$ cat src/rtl/mul_pkg.sv
// Shared definitions for the iterative multiply sequencer: FSM encoding and iteration count.
package mul_pkg;

  typedef enum logic [1:0] {
    IDLE = 2'd0,
    RUN  = 2'd1,
    DONE = 2'd2
  } mul_state_e;

  localparam int         MUL_ITER = 32;
  localparam logic [5:0] LAST_CNT = 6'(MUL_ITER - 1);

endpackage

$ cat src/rtl/mul_signfix.sv
// Signed-multiply helper: operand magnitudes (33 bits so -2^31 fits), result sign, final negate.
// Purely combinational; only instantiated when SIGNED_MUL_EN is defined.
module mul_signfix
  import mul_pkg::*;
(
  input  logic [31:0] src_a,
  input  logic [31:0] src_b,
  input  logic        is_unsigned,
  input  logic        neg,
  input  logic [63:0] prod_raw,
  output logic [32:0] mag_a,
  output logic [32:0] mag_b,
  output logic        sign,
  output logic [63:0] prod
);

  logic neg_a;
  logic neg_b;

  assign neg_a = !is_unsigned && src_a[31];
  assign neg_b = !is_unsigned && src_b[31];

  // Sign-extend before negating so that -2^31 yields +2^31, not an overflowed value.
  assign mag_a = neg_a ? (33'd0 - {src_a[31], src_a}) : {1'b0, src_a};
  assign mag_b = neg_b ? (33'd0 - {src_b[31], src_b}) : {1'b0, src_b};
  assign sign  = neg_a ^ neg_b;

  assign prod  = neg ? (64'd0 - prod_raw) : prod_raw;

endmodule

$ cat src/rtl/mul_sequencer.sv
// 32-iteration shift-add multiplier for the Execute stage; MulDone 33 cycles after StartE.
// Optional signed support is enabled by defining SIGNED_MUL_EN.
module mul_sequencer
  import mul_pkg::*;
(
  input  logic        clk,
  input  logic        reset,
  input  logic        StartE,
  input  logic        LongE,
  input  logic        UnsignedE,
  input  logic        FlushE,
  input  logic [31:0] SrcAE,
  input  logic [31:0] SrcBE,
  output logic        StallMul,
  output logic        MulDone,
  output logic [31:0] MulLo,
  output logic [31:0] MulHi
);

  mul_state_e  state, state_nxt;
  logic        start_ok;
  logic [5:0]  cnt;
  logic [63:0] acc, acc_nxt, mcand, prod;
  logic [32:0] mplier, mag_a, mag_b;
  logic        long_q;

  assign acc_nxt = acc + (mplier[0] ? mcand : 64'd0);

`ifdef SIGNED_MUL_EN
  logic sign_in;
  logic sign_q;

  mul_signfix u_signfix (
    .src_a       (SrcAE),
    .src_b       (SrcBE),
    .is_unsigned (UnsignedE),
    .neg         (sign_q),
    .prod_raw    (acc_nxt),
    .mag_a       (mag_a),
    .mag_b       (mag_b),
    .sign        (sign_in),
    .prod        (prod)
  );

  always_ff @(posedge clk) begin
    if (reset)         sign_q <= 1'b0;
    else if (start_ok) sign_q <= sign_in;
  end
`else
  logic unused_unsigned;
  assign unused_unsigned = UnsignedE;
  assign mag_a = {1'b0, SrcAE};
  assign mag_b = {1'b0, SrcBE};
  assign prod  = acc_nxt;
`endif

  always_ff @(posedge clk) begin
    if (reset) state <= IDLE;
    else       state <= state_nxt;
  end

  // Flush drops the stall in the same cycle so the pipeline is not held for a dead op.
  always_comb begin
    state_nxt = state;
    StallMul  = 1'b0;
    MulDone   = 1'b0;
    start_ok  = 1'b0;
    case (state)
      IDLE: begin
        if (StartE && !FlushE) begin
          state_nxt = RUN;
          StallMul  = 1'b1;
          start_ok  = 1'b1;
        end
      end
      RUN: begin
        if (FlushE) begin
          state_nxt = IDLE;
        end else begin
          StallMul = 1'b1;
          if (cnt == LAST_CNT) state_nxt = DONE;
        end
      end
      DONE: begin
        state_nxt = IDLE;
        MulDone   = 1'b1;
      end
      default: state_nxt = IDLE;
    endcase
    if (reset) begin
      StallMul = 1'b0;
      MulDone  = 1'b0;
    end
  end

  always_ff @(posedge clk) begin
    if (reset) begin
      cnt    <= '0;
      acc    <= '0;
      mcand  <= '0;
      mplier <= '0;
      long_q <= 1'b0;
      MulLo  <= '0;
      MulHi  <= '0;
    end else if (start_ok) begin
      cnt    <= '0;
      acc    <= '0;
      mcand  <= {31'd0, mag_a};
      mplier <= mag_b;
      long_q <= LongE;
    end else if (state == RUN && !FlushE) begin
      cnt    <= cnt + 6'd1;
      acc    <= acc_nxt;
      mcand  <= mcand << 1;
      mplier <= mplier >> 1;
      // Result is captured on the last iteration so it is stable throughout DONE.
      if (cnt == LAST_CNT) begin
        MulLo <= prod[31:0];
        MulHi <= long_q ? prod[63:32] : 32'd0;
      end
    end
  end

endmodule

$ cat config.mk
export PLATFORM = sky130hd
export DESIGN_NAME = mul_sequencer
export DESIGN_NICKNAME = d
export VERILOG_FILES = /design/src/rtl/mul_pkg.sv /design/src/rtl/mul_signfix.sv /design/src/rtl/mul_sequencer.sv
export SDC_FILE = /design/constraint.sdc
export NUM_CORES = 1
export LEC_CHECK = 0
export CAP_MARGIN = 20
export CORE_UTILIZATION = 45
export CTS_CLUSTER_SIZE = 16
export DETAILED_ROUTE_END_ITERATION = 6
export PLACE_DENSITY = 0.71
export SLEW_MARGIN = 20
export SYNTH_ARGS = -nofsm -noshare
export SYNTH_HDL_FRONTEND = slang
export SYNTH_SLANG_ARGS = --single-unit
$ cat constraint.sdc
create_clock -name clk -period 3.1 [get_ports clk]
set_input_delay 0.31 -clock clk [delete_from_list [all_inputs] [get_ports clk]]
set_output_delay 0.31 -clock clk [all_outputs]
set_load 0.05 [all_outputs]
==> flow_metrics.env, run 1 <==
export IMPL_clk_pin_slew_ps=60
export IMPL_final_hold_violation_count=0
export IMPL_synth_ff_type="dfxtp_1"
export IMPL_dieArea_um2=29700
export IMPL_post_place_cells=2335
export IMPL_fin_util=0.636
export IMPL_critical_path_max_fanout=25
export IMPL_antennaDiodeCount=0
export IMPL_cellPowerDensity_nw_per_um2=388
export IMPL_io_pins=136
export IMPL_totalPowerFinal_mw=6.95
export IMPL_tritoncts="built"
export IMPL_final_antenna_net_count=0
export IMPL_drt_iter0_drc=883
export IMPL_ys_warn_count=0
export IMPL_critPathMaxStageDelay_ps=390
export IMPL_vias=13422
export IMPL_antenna_found_initial=0
export IMPL_layout_drive_gt1_share=0.201
export IMPL_place_gp_congestion=0.971
export IMPL_grt_pass1_wl_um=65200
export IMPL_gr_usage_all_layers=0.276
export IMPL_cp_end_kind="register"
export IMPL_clock_sinks=233
export IMPL_violations="negative setup slack"
export IMPL_worst_ep_arrival_time_ps=3600
export IMPL_synth_edf_count=0
export IMPL_setup_viol=1
export IMPL_hold_path_class="input port to register"
export IMPL_die_w_um=172
export IMPL_run_status="complete, but fails checks"
export IMPL_cts_buffers=27
export IMPL_cap_violations=0
export IMPL_dr_pass1_iters=5
export IMPL_drc_errors=0
export IMPL_pre_cts_ws_ps=-311
export IMPL_fp_row_count=61
export IMPL_insertion_delay_ps=560
export IMPL_cts_path_max_buffers=3
export IMPL_ir_drop_mv=0.351
export IMPL_synth_net_count=1867
export IMPL_syn_cell_area_um2=13100
export IMPL_core_um2=28200
export IMPL_post_dp_hpwl_um=30100
export IMPL_finClkSkew_ps=26.1
export IMPL_slew_viol_final=0
export IMPL_synth_cells=1732
export IMPL_critPathLaunchType="register"
export IMPL_rsz0062_at_grt="yes"
export IMPL_layout_cells_most_common="nand2_1"
export IMPL_final_area_um2=17900
export IMPL_worst_slew_pin_slew_ps=848
export IMPL_p_leak_nw=6.95
export IMPL_drt_wl_total_um=41700
export IMPL_stdcell_count=2389
export IMPL_syn_area_per_cell_um2=7.54
export IMPL_ys_async_sr_fraction=0
export IMPL_grt_pass1_vias=12557
export IMPL_final_nets=2129
export IMPL_hold_slack_ps=128
export IMPL_layout_setup_ws_ps=-24.8
export IMPL_period_share=1.01
export IMPL_layout_common_cells="nand2_1 (400), dfxtp_1 (232), buf_4 (214), a21oi_1 (157), clkdlybuf4s50_1 (132)"
export IMPL_viasPerCell=5.62
export IMPL_crit_chain="buf_12 > and2_4 > ha_4 > a21o_4 > buf_6 > a311o_2 > nand4_1 > nand3_2 > a32oi_4 > o211a_4 > a21oi_2 > a221o_1 > o31ai_2"
export IMPL_clock_fmax_ghz=0.320
export IMPL_io_buffers=134
export IMPL_fin_setup_tns_ps=-24.8
export IMPL_grt_max_degree=139
export IMPL_die_h_um=172
export IMPL_synth_cell_type_count=68
export IMPL_wl_per_cell_um=17.5
export IMPL_required_ps=3570
export IMPL_overflow=0
export IMPL_cp_slowest_cell="dfxtp_4"
export IMPL_slew_headroom=0.434
export IMPL_crit_type="register to register"
export IMPL_ys_seq_area_frac=0.357
export IMPL_placed_cell_area_um2=16100
export IMPL_initial_utilization=0.463
export IMPL_ys_ff_latch=233
export IMPL_timing_final_crit_period_ps=3120
export IMPL_cts_root_buffer="clkbuf_16"
export IMPL_htree_levels=1
export IMPL_area_delta_synth_final_pct=37.2
==> cell families after synthesis <==
logic type	after synthesis	synth area share
AOI/OAI and AO/OA	479	0.241
DFF	233	0.357
muxes	10	0.00767
and+or+nand+nor	745	0.251
adders and majority gates	65	0.0629
xor gates and xnor gates	58	0.0389
buffers and inverters	142	0.0411
==> report_power, final <==
part / internal (mW) / switching, mW / total, mW
registers: 3.06 / 0.0439 / 3.10
clock network: 2.03 / 1.33 / 3.36
logic: 0.209 / 0.274 / 0.483
total: 5.30 / 1.65 / 6.95
==> final timing paths <==
kind | cells after the start | start | slack [ps] | endpoint
worst max-delay path | 13 | mplier[0] | -20 | acc[60]
worst min-delay path | 2 | reset | 130 | long_q
worst max register to register | 13 | mplier[0] | -20 | acc[60]
worst min register to register | 2 | MulHi[16] | 440 | MulHi[16]
==> state kept, by name (all words and copies together) (netlist names) <==
| register | cells |
|---|---|
| MulLo | 32 |
| MulHi | 32 |
| mcand | 64 |
| mplier | 32 |
| state | 2 |
| acc | 64 |
| cnt | 6 |
| long_q | 1 |
==> cells in the mapped netlist, drive strengths merged, types with 4 or more instances <==
master	n	share of area
nor3	27	0.011
buf	9	0.0029
inv	17	0.0049
and2	70	0.034
o21a	13	0.0076
a21o	39	0.023
ha	64	0.061
a22oi	5	0.0029
and3	7	0.0034
nand4	31	0.015
o21ai	66	0.025
xnor2	33	0.022
nor2b	4	0.0019
nor4	6	0.0029
clkbuf	116	0.033
xor2	25	0.017
a211oi	11	0.0067
nand3b	5	0.0029
or3	7	0.0034
nor2	133	0.038
o21bai	16	0.0092
dfxtp	233	0.36
o211ai	7	0.0040
a21oi	190	0.073
a21boi	4	0.0026
a311oi	65	0.044
o31ai	10	0.0058
nand3	37	0.014
mux2i	10	0.0077
a22o	17	0.011
a31oi	11	0.0064
nand2	404	0.12
==> critical path: cells and delay by family, from the launching register on <==
kind | cells | cell delay (ps)
AND/OR/NAND/NOR | 3 | 420
adder cells (fa/ha/maj) | 1 | 200
buffers and inverters | 2 | 270
flip-flops | 1 | 390
AO/OA/AOI/OAI | 7 | 1730
==> final cells by class <==
| class | instances | area [um^2] |
|---|---|---|
| Clock buffer | 35 | 746 |
| Clock inverter | 11 | 186 |
| Multi-Input combinational cell | 1357 | 8660 |
| Fill cell | 2455 | 10200 |
| Tap cell | 378 | 473 |
| Timing Repair Buffer | 358 | 3120 |
| Inverter | 17 | 63.8 |
| Sequential cell | 233 | 4670 |
==> layer usage <==
| layer | track usage | routed length [um] | vias up | part of all wire |
|---|---|---|---|---|
| li1 | - | - | 6619 | - |
| met1 | 0.365 | 18800 | 6358 | 0.45 |
| met2 | 0.458 | 19600 | 367 | 0.47 |
| met3 | 0.0378 | 2000 | 78 | 0.048 |
| met4 | 0.101 | 1290 | 0 | 0.031 |
| met5 | 0 | 0 | - | 0 |
==> what timing repair did <==
item / CTS / global route
hold endpoints to repair: 0 / 0
hold buffers: 0 / 0
gates cloned: 0 / 0
setup endpoints to repair: 56 / 63
buffers inserted: 3 / 5
pin swaps: 18 / 35
gates resized for setup: 53 / 102
(Power assumes the default switching activity.)
==> run 2, diff against run 1 <==
--- a/config.mk
+++ b/config.mk
@@ -6,10 +6,11 @@
 export NUM_CORES = 1
 export LEC_CHECK = 0
 export CAP_MARGIN = 20
-export CORE_UTILIZATION = 45
+export CORE_MARGIN = 2
+export CORE_UTILIZATION = 52
 export CTS_CLUSTER_SIZE = 16
 export DETAILED_ROUTE_END_ITERATION = 6
-export PLACE_DENSITY = 0.71
+export PLACE_DENSITY = 0.8
 export SLEW_MARGIN = 20
 export SYNTH_ARGS = -nofsm -noshare
 export SYNTH_HDL_FRONTEND = slang
==> run 2 against run 1 <==
  * The flow still finishes with violations (negative setup slack)
  * Die area is 11% lower
  * Clock skew is 11 ps lower
  * Power is 2.1% lower
  * Combinational power hardly changed
  * Clock power is 4% lower
  * Utilization is 9.2 points higher
  * Largest cell class unchanged
  * Largest power group unchanged
==> flow_metrics.env, run 2 (synthesis gave the netlist of run 1 again) <==
export IMPL_run_status="complete, but fails checks"
export IMPL_violations="negative setup slack"
export IMPL_clk_pin_slew_ps=60
export IMPL_vias=13562
export IMPL_period_share=1.02
export IMPL_drt_wl_total_um=41900
export IMPL_critPathMaxStageDelay_ps=380
export IMPL_ff2ff_setup_slack_ps=-50
export IMPL_setup_viol=6
export IMPL_min_path_cells=2
export IMPL_worst_slew_pin_slew_ps=805
export IMPL_grt_pass1_vias=13050
export IMPL_finClkSkew_ps=15.2
export IMPL_post_place_cells=2283
export IMPL_layout_common_cells="nand2_1 (399), dfxtp_1 (232), buf_4 (218), a21oi_1 (169), clkdlybuf4s50_1 (132)"
export IMPL_core_um2=24500
export IMPL_dieArea_um2=26400
export IMPL_placed_cell_area_um2=16100
export IMPL_clock_sinks=233
export IMPL_crit_type="register to register"
export IMPL_cp_slowest_cell="dfxtp_4"
export IMPL_wl_per_cell_um=17.9
export IMPL_r2r_cells=14
export IMPL_die_w_um=162
export IMPL_fp_row_count=57
export IMPL_critPathLaunchType="register"
export IMPL_grt_max_degree=127
export IMPL_die_h_um=162
export IMPL_initial_utilization=0.534
export IMPL_grt_pass1_wl_um=65500
export IMPL_crit_chain="and2_4 > ha_4 > buf_6 > fa_2 > a21o_1 > a311o_2 > nand4_1 > nand3_2 > a32oi_2 > o211a_1 > buf_4 > a31oi_1 > xnor2_1 > a22o_1"
export IMPL_io_pins=136
export IMPL_worst_ep_arrival_time_ps=3580
export IMPL_htree_levels=1
export IMPL_antennaDiodeCount=0
export IMPL_io_buffers=134
export IMPL_cellPowerDensity_nw_per_um2=382
export IMPL_required_ps=3530
export IMPL_cts_root_buffer="clkbuf_16"
export IMPL_clock_fmax_ghz=0.317
export IMPL_viasPerCell=5.80
export IMPL_cp_end_kind="register"
export IMPL_drc_errors=0
export IMPL_ir_drop_mv=0.367
export IMPL_place_gp_congestion=0.966
export IMPL_final_antenna_net_count=0
export IMPL_slew_headroom=0.463
export IMPL_path_depth=14
export IMPL_antenna_found_initial=0
export IMPL_layout_setup_ws_ps=-50.4
export IMPL_cap_violations=0
export IMPL_p_leak_nw=7.03
export IMPL_cts_hold_buf=0
export IMPL_area_delta_synth_final_pct=36.4
export IMPL_tritoncts="built"
export IMPL_gr_usage_all_layers=0.305
export IMPL_reg_top3="acc (64), mcand (64)"
export IMPL_critical_path_max_fanout=6
export IMPL_overflow=0
export IMPL_drt_iter0_drc=1046
export IMPL_final_hold_violation_count=0
export IMPL_dr_pass1_iters=5
export IMPL_path_buf_inv=2
export IMPL_post_dp_hpwl_um=30100
export IMPL_hold_path_class="input port to register"
export IMPL_stdcell_count=2340
export IMPL_timing_final_crit_period_ps=3150
export IMPL_insertion_delay_ps=540
export IMPL_fin_util=0.728
export IMPL_layout_drive_gt1_share=0.198
export IMPL_cts_path_max_buffers=3
export IMPL_pre_cts_ws_ps=-351
export IMPL_cts_buffers=25
export IMPL_slew_viol_final=0
export IMPL_critPathTopFamily="compound AO/OA/AOI/OAI gates"
export IMPL_final_nets=2133
export IMPL_final_area_um2=17800
export IMPL_layout_cells_most_common="nand2_1"
export IMPL_rsz0062_at_grt="yes"
export IMPL_totalPowerFinal_mw=6.80
-- run 2: cell count changes in the layout (fill, tap and decap cells not counted), moves of 4 or more --
cell      before  now
a21oi_1      157  169
a21oi_2       32   18
buf_4        214  218
clkinv_2       1    6
o21ai_0       48   43
o21ai_1       12   16
-- run 2: path summary, 6_finish.rpt --
check | from | end
setup / recovery | mplier[0] | MulHi[24]
hold reg to reg | MulHi[14] | MulHi[14]
hold / removal | reset | mplier[1]
setup reg to reg | mplier[0] | MulHi[24]
-- run 2: per-layer routing --
metal	routed length, um	global-route usage	up-vias
li1	-	-	6635
met1	17900	0.390	6347
met2	19700	0.514	487
met3	2820	0.0542	93
met4	1440	0.112	0
met5	0	0	-
-- run 2: metrics by stage --
stage                     hold slack (ps)  TNS, ps
final                                 159     -170
after global routing                  163    -2220
after CTS                             151    -11.9
after detailed placement              443    -4400
after global placement                429    -3270
after floorplan                       436        0
-- run 2: timing repair --
| action | CTS | global route |
|---|---|---|
| setup buffers | 2 | 10 |
| endpoints found under the setup margin | 48 | 69 |
| pin swaps | 14 | 43 |
| resized for setup | 45 | 107 |
| hold endpoints to repair | 0 | 0 |
-- run 2: where the power goes --
group | internal, mW | switching, mW | leakage [nW] | total [mW]
registers | 3.06 | 0.0485 | 1.89 | 3.11
logic | 0.209 | 0.272 | 4.71 | 0.481
clock network | 1.95 | 1.26 | 0.438 | 3.21
total | 5.22 | 1.58 | 7.03 | 6.80
-- run 2: layout make-up --
type	instances	area [um^2]
clock buffers	33	716
multi-input cells	1357	8610
inverters	17	63.8
well taps	324	405
fillers	1925	6660
clock inverters	12	166
repair buffers	364	3170
flip-flops and latches	233	4670
==> run 3, diff against run 2 <==
--- a/config.mk
+++ b/config.mk
@@ -5,7 +5,8 @@
 export SDC_FILE = /design/constraint.sdc
 export NUM_CORES = 1
 export LEC_CHECK = 0
-export CAP_MARGIN = 20
+export CAP_MARGIN = 15
+export CORE_ASPECT_RATIO = 0.75
 export CORE_MARGIN = 2
 export CORE_UTILIZATION = 52
 export CTS_CLUSTER_SIZE = 16
==> run 3 against run 2 <==
  * The flow still finishes with violations (negative setup slack)
  * Non-clock buffer count fell by 20
  * Register-to-register slack better by 20 ps
  * Via count increased by 1.1%
==> flow_metrics.env, run 3 (synthesis gave the netlist of run 1 again) <==
export IMPL_area_delta_synth_final_pct=36.2
export IMPL_layout_setup_ws_ps=-34.6
export IMPL_io_buffers=134
export IMPL_critPathMaxStageDelay_ps=480
export IMPL_cellPowerDensity_nw_per_um2=376
export IMPL_antennaDiodeCount=0
export IMPL_path_depth=11
export IMPL_dr_pass1_iters=6
export IMPL_crit_chain="and2_1 > ha_1 > a21o_1 > a21oi_2 > o21a_2 > or4_4 > a211o_4 > a31oi_4 > a21boi_2 > or4_1 > nand3_1"
export IMPL_critPathTopFamily="compound AO/OA/AOI/OAI gates"
export IMPL_grt_pass1_vias=12808
export IMPL_fin_util=0.716
export IMPL_drt_iter0_drc=1394
export IMPL_nFillCells=1962
export IMPL_slew_headroom=0.593
export IMPL_r2r_cells=11
export IMPL_layout_drive_gt1_share=0.200
export IMPL_critPathLaunchType="register"
export IMPL_path_buf_inv=0
export IMPL_regArea_um2=4670
export IMPL_p_leak_nw=6.83
export IMPL_tritoncts="built"
export IMPL_cts_buffers=25
export IMPL_post_place_cells=2285
export IMPL_timing_final_crit_period_ps=3130
export IMPL_vias=13705
export IMPL_finClkSkew_ps=13.0
export IMPL_fin_setup_tns_ps=-56.2
export IMPL_drt_wl_total_um=42200
export IMPL_stdcell_count=2332
export IMPL_final_nets=2113
export IMPL_ir_drop_mv=0.412
export IMPL_clock_sinks=233
export IMPL_critical_path_max_fanout=4
export IMPL_cap_violations=0
export IMPL_dieArea_um2=26400
export IMPL_die_h_um=141
export IMPL_multi_input_area_um2=8750
export IMPL_grt_pass1_wl_um=66200
export IMPL_final_area_um2=17800
export IMPL_rsz0062_at_grt="yes"
export IMPL_hold_slack_ps=34.2
export IMPL_overflow=0
export IMPL_totalPowerFinal_mw=6.68
export IMPL_fp_row_count=50
export IMPL_wl_per_cell_um=18.1
export IMPL_final_hold_violation_count=0
export IMPL_clk_pin_slew_ps=60
export IMPL_insertion_delay_ps=550
export IMPL_placed_cell_area_um2=16000
export IMPL_io_pins=136
export IMPL_hold_path_class="input port to register"
export IMPL_reg_top3="acc (64), mcand (64)"
export IMPL_clock_fmax_ghz=0.319
export IMPL_antenna_found_initial=0
export IMPL_layout_cells_most_common="nand2_1"
export IMPL_core_um2=24800
export IMPL_cts_path_max_buffers=3
export IMPL_viasPerCell=5.88
export IMPL_cp_slowest_cell="or4_4"
export IMPL_violations="negative setup slack"
export IMPL_grt_max_degree=91
export IMPL_slew_viol_final=0
export IMPL_worst_ep_arrival_time_ps=3620
export IMPL_pre_cts_ws_ps=-220
export IMPL_initial_utilization=0.526
export IMPL_cts_root_buffer="clkbuf_16"
export IMPL_gr_usage_all_layers=0.306
export IMPL_htree_levels=1
export IMPL_min_path_cells=2
export IMPL_period_share=1.01
export IMPL_worst_slew_pin_slew_ps=611
export IMPL_post_dp_hpwl_um=30200
export IMPL_drc_errors=0
export IMPL_cp_end_kind="register"
export IMPL_setup_viol=2
export IMPL_cts_hold_buf=0
export IMPL_required_ps=3590
export IMPL_layout_common_cells="nand2_1 (398), dfxtp_1 (232), buf_4 (201), a21oi_1 (159), clkdlybuf4s50_1 (132)"
export IMPL_final_antenna_net_count=0
export IMPL_die_w_um=187
export IMPL_crit_type="register to register"
export IMPL_place_gp_congestion=0.992
export IMPL_run_status="complete, but fails checks"
==> run 3: cell types whose count changed in the layout (fill, tap and decap cells not counted), sizes merged <==
cell	delta
buf	-20
clkbuf	+1
bufinv	-2
clkinv	-1
==> run 3: final timing paths <==
path,startpoint,end,slack (ps)
worst max-delay path,mplier[0],acc[47],-30
worst min-delay path,reset,long_q,30
worst max register to register,mplier[0],acc[47],-30
worst min register to register,MulHi[16],MulHi[16],440
==> run 3: power by group <==
part | total (mW) | switching [mW] | leakage [nW] | internal (mW)
clock network | 3.09 | 1.27 | 0.419 | 1.81
registers | 3.10 | 0.0455 | 1.89 | 3.06
logic | 0.491 | 0.279 | 4.52 | 0.213
==> run 3: final cells by class <==
class,count,area share
flip-flops and latches,233,0.263
clock inverters,9,0.00633
repair buffers,344,0.170
multi-input cells,1357,0.492
clock buffers,34,0.0410
inverters,17,0.00359
well taps,338,0.0238
==> run 3: metal layers <==
metal / global-route usage / share of wire / routed length [um]
met1: 0.441 / 0.46 / 19500
met2: 0.474 / 0.43 / 18300
met3: 0.0575 / 0.081 / 3400
met4: 0.0668 / 0.024 / 991
met5: 0 / 0 / 0
==> run 3: what timing repair did <==
item                       CTS  global route
gates resized for setup     40           128
buffers inserted             1             3
pin swaps                   11            31
setup endpoints to repair   43            66
